==> src/rtl/multicycle_sequencer.sv <==
// multicycle_sequencer
//
// Multi-cycle control FSM for the 19-bit instruction datapath. Each
// instruction walks FETCH -> DECODE -> EXEC -> (MEM) -> (WB). The block
// drives the datapath mux selects and enables, and handshakes with the
// instruction and data memories. It also sequences branches, jumps and
// HALT, and times out a stalled memory handshake.
//
// Ports:
//   clock, rst          clock; synchronous active-high reset
//   imem_ready, instr   instruction memory handshake and instruction word
//   dmem_ready          data memory finished the read/write this cycle
//   zero_in, carry_in   current Zero/Carry flag register values
//   imem_req, ir_load   fetch request; latch instr into IR
//   alu_fn, sh_ro_fn    ALU / shift-rotate function codes taken from IR
//   sel_alu_arg         1 = register operand, 0 = immediate
//   sel_r2              1 = IR[7:5], 0 = IR[13:11] (STM data register)
//   sel_to_write        00 ALU, 01 shift/rotate, 10 data memory
//   enable_zero/carry   flag register write enables
//   reg_write           register file write enable
//   mem_read/mem_write  data memory strobes
//   pc_en, pc_sel       PC update; 00 PC+1, 01 branch, 10 jump, 11 return
//   stack_push/pop      return-address stack controls
//   halted, err         HALT executed; sticky error (illegal op / timeout)
//
// Optional build macro CTRL_PERF_CNT_EN adds retired_count[15:0] (cycles
// with pc_en=1) and stall_count[15:0] (FETCH/MEM cycles without ready).
// Both wrap. Without the macro those ports and counters do not exist.
//
// All outputs decode the registered state and IR opcode fields, plus the
// current-cycle ready and flag inputs where the handshake or branch test
// needs them. Every output is forced low while rst is high.

module multicycle_sequencer #(
    parameter int MEM_TIMEOUT = 15
) (
    input  logic        clock,
    input  logic        rst,
    input  logic        imem_ready,
    input  logic [18:0] instr,
    input  logic        dmem_ready,
    input  logic        zero_in,
    input  logic        carry_in,
    output logic        imem_req,
    output logic        ir_load,
    output logic [2:0]  alu_fn,
    output logic [1:0]  sh_ro_fn,
    output logic        sel_alu_arg,
    output logic        sel_r2,
    output logic [1:0]  sel_to_write,
    output logic        enable_zero,
    output logic        enable_carry,
    output logic        reg_write,
    output logic        mem_read,
    output logic        mem_write,
    output logic        pc_en,
    output logic [1:0]  pc_sel,
    output logic        stack_push,
    output logic        stack_pop,
    output logic        halted,
    output logic        err
`ifdef CTRL_PERF_CNT_EN
    ,
    output logic [15:0] retired_count,
    output logic [15:0] stall_count
`endif
);

    // One spare bit so the count can never wrap before the limit is seen.
    localparam int CNT_W = $clog2(MEM_TIMEOUT + 1) + 1;

    typedef enum logic [2:0] {
        S_FETCH,
        S_DECODE,
        S_EXEC,
        S_MEM,
        S_WB,
        S_HALTED,
        S_ERR
    } state_t;

    state_t             state_reg;
    // Only the opcode/function bits IR[18:14] steer this block. Register
    // and immediate fields go to the datapath's own copy of IR.
    logic [4:0]         ir_op_reg;
    logic [CNT_W-1:0]   wait_cnt_reg;

    logic unused_instr_bits;
    assign unused_instr_bits = ^instr[13:0];

    // Opcode decode
    logic       is_alu, is_alu_reg, is_shift, is_mem, is_ldm, is_branch, is_ctrl;
    logic       illegal_op, branch_taken, wait_expired;
    logic [1:0] fn;

    assign fn         = ir_op_reg[1:0];
    assign is_alu     = (ir_op_reg[4] == 1'b0);
    assign is_alu_reg = (ir_op_reg[4:3] == 2'b00);
    assign is_shift   = (ir_op_reg[4:2] == 3'b110);
    assign is_mem     = (ir_op_reg[4:2] == 3'b100);
    assign is_ldm     = is_mem && (fn == 2'b00);
    assign is_branch  = (ir_op_reg[4:2] == 3'b101);
    assign is_ctrl    = (ir_op_reg[4:2] == 3'b111);
    // Memory class with fn 10/11 is the only unassigned encoding.
    assign illegal_op = is_mem && fn[1];

    always_comb begin
        case (fn)
            2'b00:   branch_taken = zero_in;
            2'b01:   branch_taken = ~zero_in;
            2'b10:   branch_taken = carry_in;
            default: branch_taken = ~carry_in;
        endcase
    end

    // A ready seen while the count equals MEM_TIMEOUT is still accepted.
    // Only a miss at that point moves the FSM to ERR.
    assign wait_expired = (wait_cnt_reg >= CNT_W'(MEM_TIMEOUT));

    always_ff @(posedge clock) begin
        if (rst) begin
            state_reg    <= S_FETCH;
            ir_op_reg    <= '0;
            wait_cnt_reg <= '0;
        end else begin
            case (state_reg)
                S_FETCH: begin
                    if (imem_ready) begin
                        ir_op_reg    <= instr[18:14];
                        wait_cnt_reg <= '0;
                        state_reg    <= S_DECODE;
                    end else if (wait_expired) begin
                        state_reg <= S_ERR;
                    end else begin
                        wait_cnt_reg <= wait_cnt_reg + CNT_W'(1);
                    end
                end
                S_DECODE: begin
                    wait_cnt_reg <= '0;
                    state_reg    <= illegal_op ? S_ERR : S_EXEC;
                end
                S_EXEC: begin
                    wait_cnt_reg <= '0;
                    if (is_alu || is_shift)
                        state_reg <= S_WB;
                    else if (is_mem)
                        state_reg <= S_MEM;
                    else if (is_ctrl && fn == 2'b11)
                        state_reg <= S_HALTED;
                    else
                        state_reg <= S_FETCH;
                end
                S_MEM: begin
                    if (dmem_ready) begin
                        wait_cnt_reg <= '0;
                        state_reg    <= is_ldm ? S_WB : S_FETCH;
                    end else if (wait_expired) begin
                        state_reg <= S_ERR;
                    end else begin
                        wait_cnt_reg <= wait_cnt_reg + CNT_W'(1);
                    end
                end
                S_WB: begin
                    wait_cnt_reg <= '0;
                    state_reg    <= S_FETCH;
                end
                S_HALTED: state_reg <= S_HALTED;
                S_ERR:    state_reg <= S_ERR;
                default:  state_reg <= S_ERR;
            endcase
        end
    end

    always_comb begin
        imem_req     = 1'b0;
        ir_load      = 1'b0;
        alu_fn       = 3'b000;
        sh_ro_fn     = 2'b00;
        sel_alu_arg  = 1'b0;
        sel_r2       = 1'b0;
        sel_to_write = 2'b00;
        enable_zero  = 1'b0;
        enable_carry = 1'b0;
        reg_write    = 1'b0;
        mem_read     = 1'b0;
        mem_write    = 1'b0;
        pc_en        = 1'b0;
        pc_sel       = 2'b00;
        stack_push   = 1'b0;
        stack_pop    = 1'b0;
        halted       = 1'b0;
        err          = 1'b0;
        if (!rst) begin
            case (state_reg)
                S_FETCH: begin
                    imem_req = 1'b1;
                    ir_load  = imem_ready;
                end
                S_EXEC: begin
                    if (is_alu) begin
                        alu_fn       = ir_op_reg[2:0];
                        sel_alu_arg  = ~ir_op_reg[3];
                        sel_r2       = is_alu_reg;
                        enable_zero  = 1'b1;
                        enable_carry = 1'b1;
                    end else if (is_shift) begin
                        sh_ro_fn     = fn;
                        sel_to_write = 2'b01;
                    end else if (is_branch) begin
                        pc_en  = 1'b1;
                        pc_sel = branch_taken ? 2'b01 : 2'b00;
                    end else if (is_ctrl) begin
                        case (fn)
                            2'b00: begin
                                pc_en  = 1'b1;
                                pc_sel = 2'b10;
                            end
                            2'b01: begin
                                pc_en      = 1'b1;
                                pc_sel     = 2'b10;
                                stack_push = 1'b1;
                            end
                            2'b10: begin
                                pc_en     = 1'b1;
                                pc_sel    = 2'b11;
                                stack_pop = 1'b1;
                            end
                            default: ;
                        endcase
                    end
                end
                S_MEM: begin
                    // Strobes stay up through the cycle that dmem_ready arrives.
                    if (is_ldm) begin
                        mem_read = 1'b1;
                    end else begin
                        mem_write = 1'b1;
                        sel_r2    = 1'b0;
                        if (dmem_ready) begin
                            pc_en  = 1'b1;
                            pc_sel = 2'b00;
                        end
                    end
                end
                S_WB: begin
                    reg_write = 1'b1;
                    pc_en     = 1'b1;
                    pc_sel    = 2'b00;
                    if (is_ldm) begin
                        sel_to_write = 2'b10;
                    end else if (is_shift) begin
                        sel_to_write = 2'b01;
                        sh_ro_fn     = fn;
                    end else begin
                        // The ALU is combinational, so its operand and
                        // function selects stay up until the result is written.
                        alu_fn      = ir_op_reg[2:0];
                        sel_alu_arg = ~ir_op_reg[3];
                        sel_r2      = is_alu_reg;
                    end
                end
                S_HALTED: halted = 1'b1;
                S_ERR:    err    = 1'b1;
                default: ;
            endcase
        end
    end

`ifdef CTRL_PERF_CNT_EN
    logic stall_cycle;
    assign stall_cycle = ((state_reg == S_FETCH) && !imem_ready) ||
                         ((state_reg == S_MEM) && !dmem_ready);

    always_ff @(posedge clock) begin
        if (rst) begin
            retired_count <= '0;
            stall_count   <= '0;
        end else begin
            if (pc_en)
                retired_count <= retired_count + 16'd1;
            if (stall_cycle)
                stall_count <= stall_count + 16'd1;
        end
    end
`endif

endmodule

==> config.mk <==
export PLATFORM = sky130hd
export DESIGN_NAME = multicycle_sequencer
export DESIGN_NICKNAME = d
export VERILOG_FILES = /design/src/rtl/multicycle_sequencer.sv
export SDC_FILE = /design/constraint.sdc
export NUM_CORES = 1
export LEC_CHECK = 0
export ABC_AREA = 1
export CAP_MARGIN = 20
export CORE_AREA = 5 5 46 68
export DETAILED_ROUTE_END_ITERATION = 10
export DIE_AREA = 0 0 51 73
export PLACE_DENSITY_LB_ADDON = 0.15
export SYNTH_ARGS = -nofsm -noshare
export SYNTH_HDL_FRONTEND = slang
export SYNTH_SLANG_ARGS = --single-unit
==> constraint.sdc <==
create_clock -name clock -period 4.6 [get_ports clock]
set_input_delay 0.46 -clock clock [delete_from_list [all_inputs] [get_ports clock]]
set_output_delay 0.46 -clock clock [all_outputs]
set_load 0.01 [all_outputs]
==> metrics, run 1 <==
status=completed; f_max=328 MHz; final critical-path share of the clock period=66.2%; ant diodes=0; nets=230; core area=2560 um^2; IO Port Bufs=33; first-pass GRT wire length=4.38 mm; commonest non-fill, non-tap cells in the layout=clkdlybuf4s50_1, nor2_1, nand2_1; Final ANT Viol Nets=0; Residual DRC=0; area of the multi-input gates=644 um^2; total number of vias=1171; VDD IR max=0.216 mV; Post-Route WL=2.68 mm; CTS Root Cell=clkbuf_8; total congestion overflow=0; initial core utilization=40.8%; Switch Pwr=0.116 mW; placed cell count=223; Synth area leaders=dfxtp_1, nor2_1, nand2_1, inv_1, nor3_1; top-area cell type share of the netlist area=24.9%; power per cell area=240 nW/um^2; Setup CP Type=input pin to output port; Total Negative Setup Slacks=0 ns; most common cell after layout, fill and taps aside=clkdlybuf4s50_1; CTS Hold Bufs=0; drt wl/cell=11.8 um; GRT Overall Usage=15.2%; minimum clock period after layout=3.05 ns; TritonCTS buffer count=3; Min Hold Slack=0.483 ns; skew final=0.00223 ns; Synth area leader=dfxtp_1; flops & latches, synth=13; filler cell count=253; RSZ-0062 raised after global routing=no; post-synthesis cell area=1040 um^2; final setup margin=1.55 ns; sequential area share after synthesis=24.9%; largest net degree at the start of global routing=15; Final Non-Filler Cells=227; sequential cell area=260 um^2; Top Ports=48; post-cts gate resize count=0; hold crit path type=flip-flop to flip-flop; final setup fails=0; Placement Setup Slack=1.52 ns; syn nets=197; DP HPWL=2.23 mm; clock slew at reported path FFs=0.05 ns; DR iter-0 viols=42; WP data required=4.14 ns; clk_lat worst skew=0.24 ns; kind of launch point of the worst setup path=input pin; cells after synthesis=170; initial antenna violation count=0; Net Sw Frac=34.0%; Slew headroom=66.4%; worst-margin pin slew=0.502 ns; Setup crit end kind=output port; RD Place Congestion=0.891; clock sink count=13; Die ar.=3720 um^2; Int Power=0.225 mW; Mean Syn Cell Area=6.15 um^2; Die X=51 um; Die Y=73 um; Layout Utilization=55.4%; Max clock buf depth=2; Placement Rows=23; post-CTS setup buffer count=0; crit-path max FO=14; Vias/cell=5.16; Lkg Pwr=0.582 nW; router iterations before antenna repair=4; Slew Viols, Final=0; post-synthesis cell type count=30; max-cap violation count=0; share of cells above drive strength 1=11.4%; Flop pwr share=40.9%; CTS tree=yes; Data arrival, critical path=2.59 ns; H-tree Lvls=1; layout overhead on the synthesized area=35.8%; Syn. warnings=0; final hold violations=0; vias in the first global route=1049; clock share of power=29.9%; Comb pwr share=29.2%
## layout make-up
type,instances,area share (%)
clock buffer,4,3.17
sequential,13,18.3
timing repair buffer,33,23.3
multi-input combinational,124,45.4
tap,25,2.20
inverter,28,7.58
## layer usage
layer	part of all wire, %	wire length [um]	up-vias	track usage [%]
met3	5.0	134	6	3.07
li1	-	-	605	-
met1	39	1050	526	15.8
met2	54	1450	34	28.7
met4	1.8	47	0	6.29
met5	0	0	-	0
## cells by family after synthesis
kind of cell / after synthesis / share of synthesized area [%]
DFF: 13 / 24.9
adders and majority gates: 2 / 2.39
buffers and inverters: 33 / 13.4
and+or+nand+nor: 96 / 43.7
xor gates and xnor gates: 2 / 1.68
AOI/OAI and AO/OA: 24 / 13.9
## power by group through the flow
| stage | Combinational, mW | Clock (mW) | Sequential (mW) |
|---|---|---|---|
| after floorplan | 0.0737 | 0 | 0.135 |
| after global placement | 0.0988 | 0 | 0.141 |
| after detailed placement | 0.100 | 0 | 0.141 |
| after CTS | 0.101 | 0.106 | 0.139 |
| after global routing | 0.112 | 0.115 | 0.141 |
| final | 0.0995 | 0.102 | 0.139 |
## path summary, 6_finish.rpt
| check | start | endpoint | slack, ns | cells past startpoint |
|---|---|---|---|---|
| setup / recovery | rst | sh_ro_fn[1] | 1.55 | 6 |
| hold / removal | wait_cnt_reg[3]$_SDFFE_PP0P_ | wait_cnt_reg[3]$_SDFFE_PP0P_ | 0.48 | 2 |
| setup reg to reg | wait_cnt_reg[0]$_SDFFE_PP0P_ | state_reg[2]$_SDFF_PP0_ | 2.96 | 10 |
| hold reg to reg | wait_cnt_reg[3]$_SDFFE_PP0P_ | wait_cnt_reg[3]$_SDFFE_PP0P_ | 0.48 | 2 |
## worst max-delay path: stages
cell	delay [ns]
clkdlybuf4s50_1	0.66
inv_1	0.45
o21ai_2	0.14
or2_1	0.24
nor2_1	0.09
clkdlybuf4s50_1	0.54
## metrics by stage
stage          cell area, um^2  power, mW
2_1_floorplan             1040      0.209
3_3_place_gp              1370      0.240
3_5_place_dp              1370      0.241
4_1_cts                   1420      0.345
5_1_grt                   1420      0.367
6_report                  1420      0.340
## cell usage after synthesis
cell type	number
nor2_1	31
nand2_1	29
inv_1	24
dfxtp_1	13
nor3_1	11
nand3_1	9
a21oi_1	8
o21ai_0	8
nand2_2	4
o21ai_2	4
inv_2	3
a21oi_2	2
buf_2	2
ha_1	2
nor2_4	2
nor4_1	2
or2_1	2
xor2_1	2
buf_4	1
buf_6	1
clkbuf_1	1
inv_4	1
nand2_4	1
nand3_2	1
nand3_4	1
nand4_1	1
nor2_2	1
nor3b_1	1
o21ai_1	1
o21bai_1	1
Note: power is estimated with default switching activity, not from simulation.
==> inputs of run 2 (changes only) <==
CORE_AREA = 5 5 48 70   (was 5 5 46 68)
DIE_AREA = 0 0 53 75   (was 0 0 51 73)
clock period = 3.2 ns   (was 4.6 ns; I/O delays follow)
==> run 2 against run 1 <==
  * Non-clock buffer count up 1
  * Critical endpoint is now alu_fn[1]
  * Total power grew 43%
  * Largest cell class unchanged
  * Highest routed layer unchanged
  * Critical path depth unchanged
==> metrics, run 2 (synthesis results as in run 1) <==
status=completed; final critical-path share of the clock period=76.0%; GR peak layer=met2; Setup CP Type=input pin to output port; CTS tree=yes; DP HPWL=2.33 mm; Worst R2R Path Depth=10; total number of vias=1167; Slowest-stage cell, CP=clkdlybuf4s50_1; kind of launch point of the worst setup path=input pin; reg2reg setup slack=1.54 ns; IO Port Bufs=33; DR iter-0 viols=18; post-cts gate resize count=0; area of the multi-input gates=644 um^2; commonest non-fill, non-tap cells in the layout=clkdlybuf4s50_1, nor2_1, nand2_1; Die Y=75 um; worst path cell trace=clkdlybuf4s50_1 -> inv_1 -> o21ai_2 -> or2_1 -> nor2_1 -> clkdlybuf4s50_1; ant diodes=0; share of cells above drive strength 1=11.8%; Residual DRC=0; nets=231; worst-margin pin slew=0.448 ns; WP data required=2.88 ns; final setup fails=0; filler cell count=303; sequential cell area=260 um^2; clk_lat worst skew=0.24 ns; slowest stage delay, CP=0.54 ns; Layout Utilization=53.9%; Post-DP Area=1400 um^2; RD Place Congestion=0.874; Placement Rows=23; first-pass GRT wire length=4.71 mm; H-tree Lvls=1; RSZ-0062 raised after global routing=no; f_max=411 MHz; M2 GR Usage=29.7%; clock sink count=13; final setup margin=0.767 ns; Lkg Pwr=0.587 nW; Data arrival, critical path=2.11 ns; core area=2680 um^2; Post-Route WL=2.79 mm; GRT Overall Usage=15.2%; Slew headroom=70.1%; worst r2r src=wait_cnt_reg[0]$_SDFFE_PP0P_; total congestion overflow=0; vias in the first global route=1140; reg-to-reg endpoint=state_reg[2]$_SDFF_PP0_; CP startpoint=rst; clock slew at reported path FFs=0.05 ns; initial antenna violation count=0; grt met1 use=16.2%; initial core utilization=39.0%; Max clock buf depth=2; CTS Root Cell=clkbuf_8; drt wl/cell=11.6 um; max-cap violation count=0; TritonCTS buffer count=3; Top Ports=48; met3 Track Usage GR=0.792%; post-CTS setup buffer count=0; VDD IR max=0.306 mV; CP most frequent cell=clkdlybuf4s50_1; minimum clock period after layout=2.43 ns; crit-path max FO=11; Slew Viols, Final=0; largest net degree at the start of global routing=14; Die X=53 um; Placement Setup Slack=0.754 ns; hold crit path type=flip-flop to flip-flop; Final ANT Viol Nets=0; most common cell after layout, fill and taps aside=clkdlybuf4s50_1; Total Negative Setup Slacks=0 ns; power per cell area=337 nW/um^2; final hold violations=0; fin area=1440 um^2; Setup crit end kind=output port; CTS Hold Bufs=0; layout overhead on the synthesized area=38.0%; skew final=0.00227 ns; router iterations before antenna repair=4; Critical Path End=alu_fn[1]; Die ar.=3980 um^2; hold-critical path depth=2; Vias/cell=4.86
run 2: worst max-delay path, delay by kind of cell:
family / cells / cell delay (ns)
compound gates: 1 / 0.14
buf+inv: 3 / 1.31
simple gates: 2 / 0.34
run 2: area by class of cell:
| type | count | share of cell area, % |
|---|---|---|
| Tap cell | 37 | 3.21 |
| Inverter | 28 | 7.47 |
| Timing Repair Buffer | 34 | 23.4 |
| Sequential cell | 13 | 18.1 |
| Multi-Input combinational cell | 124 | 44.7 |
| Clock buffer | 4 | 3.13 |
run 2: report_power, final:
group / internal (mW) / leakage (nW) / switching, mW
sequential: 0.176 / 0.107 / 0.0232
clock: 0.0876 / 0.0228 / 0.0535
combinational: 0.0597 / 0.457 / 0.0858
total: 0.323 / 0.587 / 0.163
run 2: how the worst min path moves through the flow:
stage	startpoint	to
finish	wait_cnt_reg[4]$_SDFFE_PP0P_	wait_cnt_reg[4]$_SDFFE_PP0P_
global route	wait_cnt_reg[4]$_SDFFE_PP0P_	wait_cnt_reg[4]$_SDFFE_PP0P_
CTS	wait_cnt_reg[4]$_SDFFE_PP0P_	wait_cnt_reg[4]$_SDFFE_PP0P_
detailed placement	wait_cnt_reg[4]$_SDFFE_PP0P_	wait_cnt_reg[4]$_SDFFE_PP0P_
global placement	wait_cnt_reg[3]$_SDFFE_PP0P_	wait_cnt_reg[3]$_SDFFE_PP0P_
floorplan	wait_cnt_reg[3]$_SDFFE_PP0P_	wait_cnt_reg[3]$_SDFFE_PP0P_
run 2: stage by stage:
step / power, mW / cells / hold slack, ns
2_1_floorplan: 0.300 / 170 / 0.451
3_3_place_gp: 0.345 / 236 / 0.465
3_5_place_dp: 0.348 / 236 / 0.485
4_1_cts: 0.494 / 240 / 0.495
5_1_grt: 0.524 / 240 / 0.514
6_report: 0.486 / 240 / 0.491
run 2: routing by layer:
| metal | routed length, um | up-vias |
|---|---|---|
| met5 | 0 | - |
| met4 | 33 | 0 |
| met1 | 1110 | 535 |
| met3 | 122 | 4 |
| li1 | - | 600 |
| met2 | 1530 | 28 |
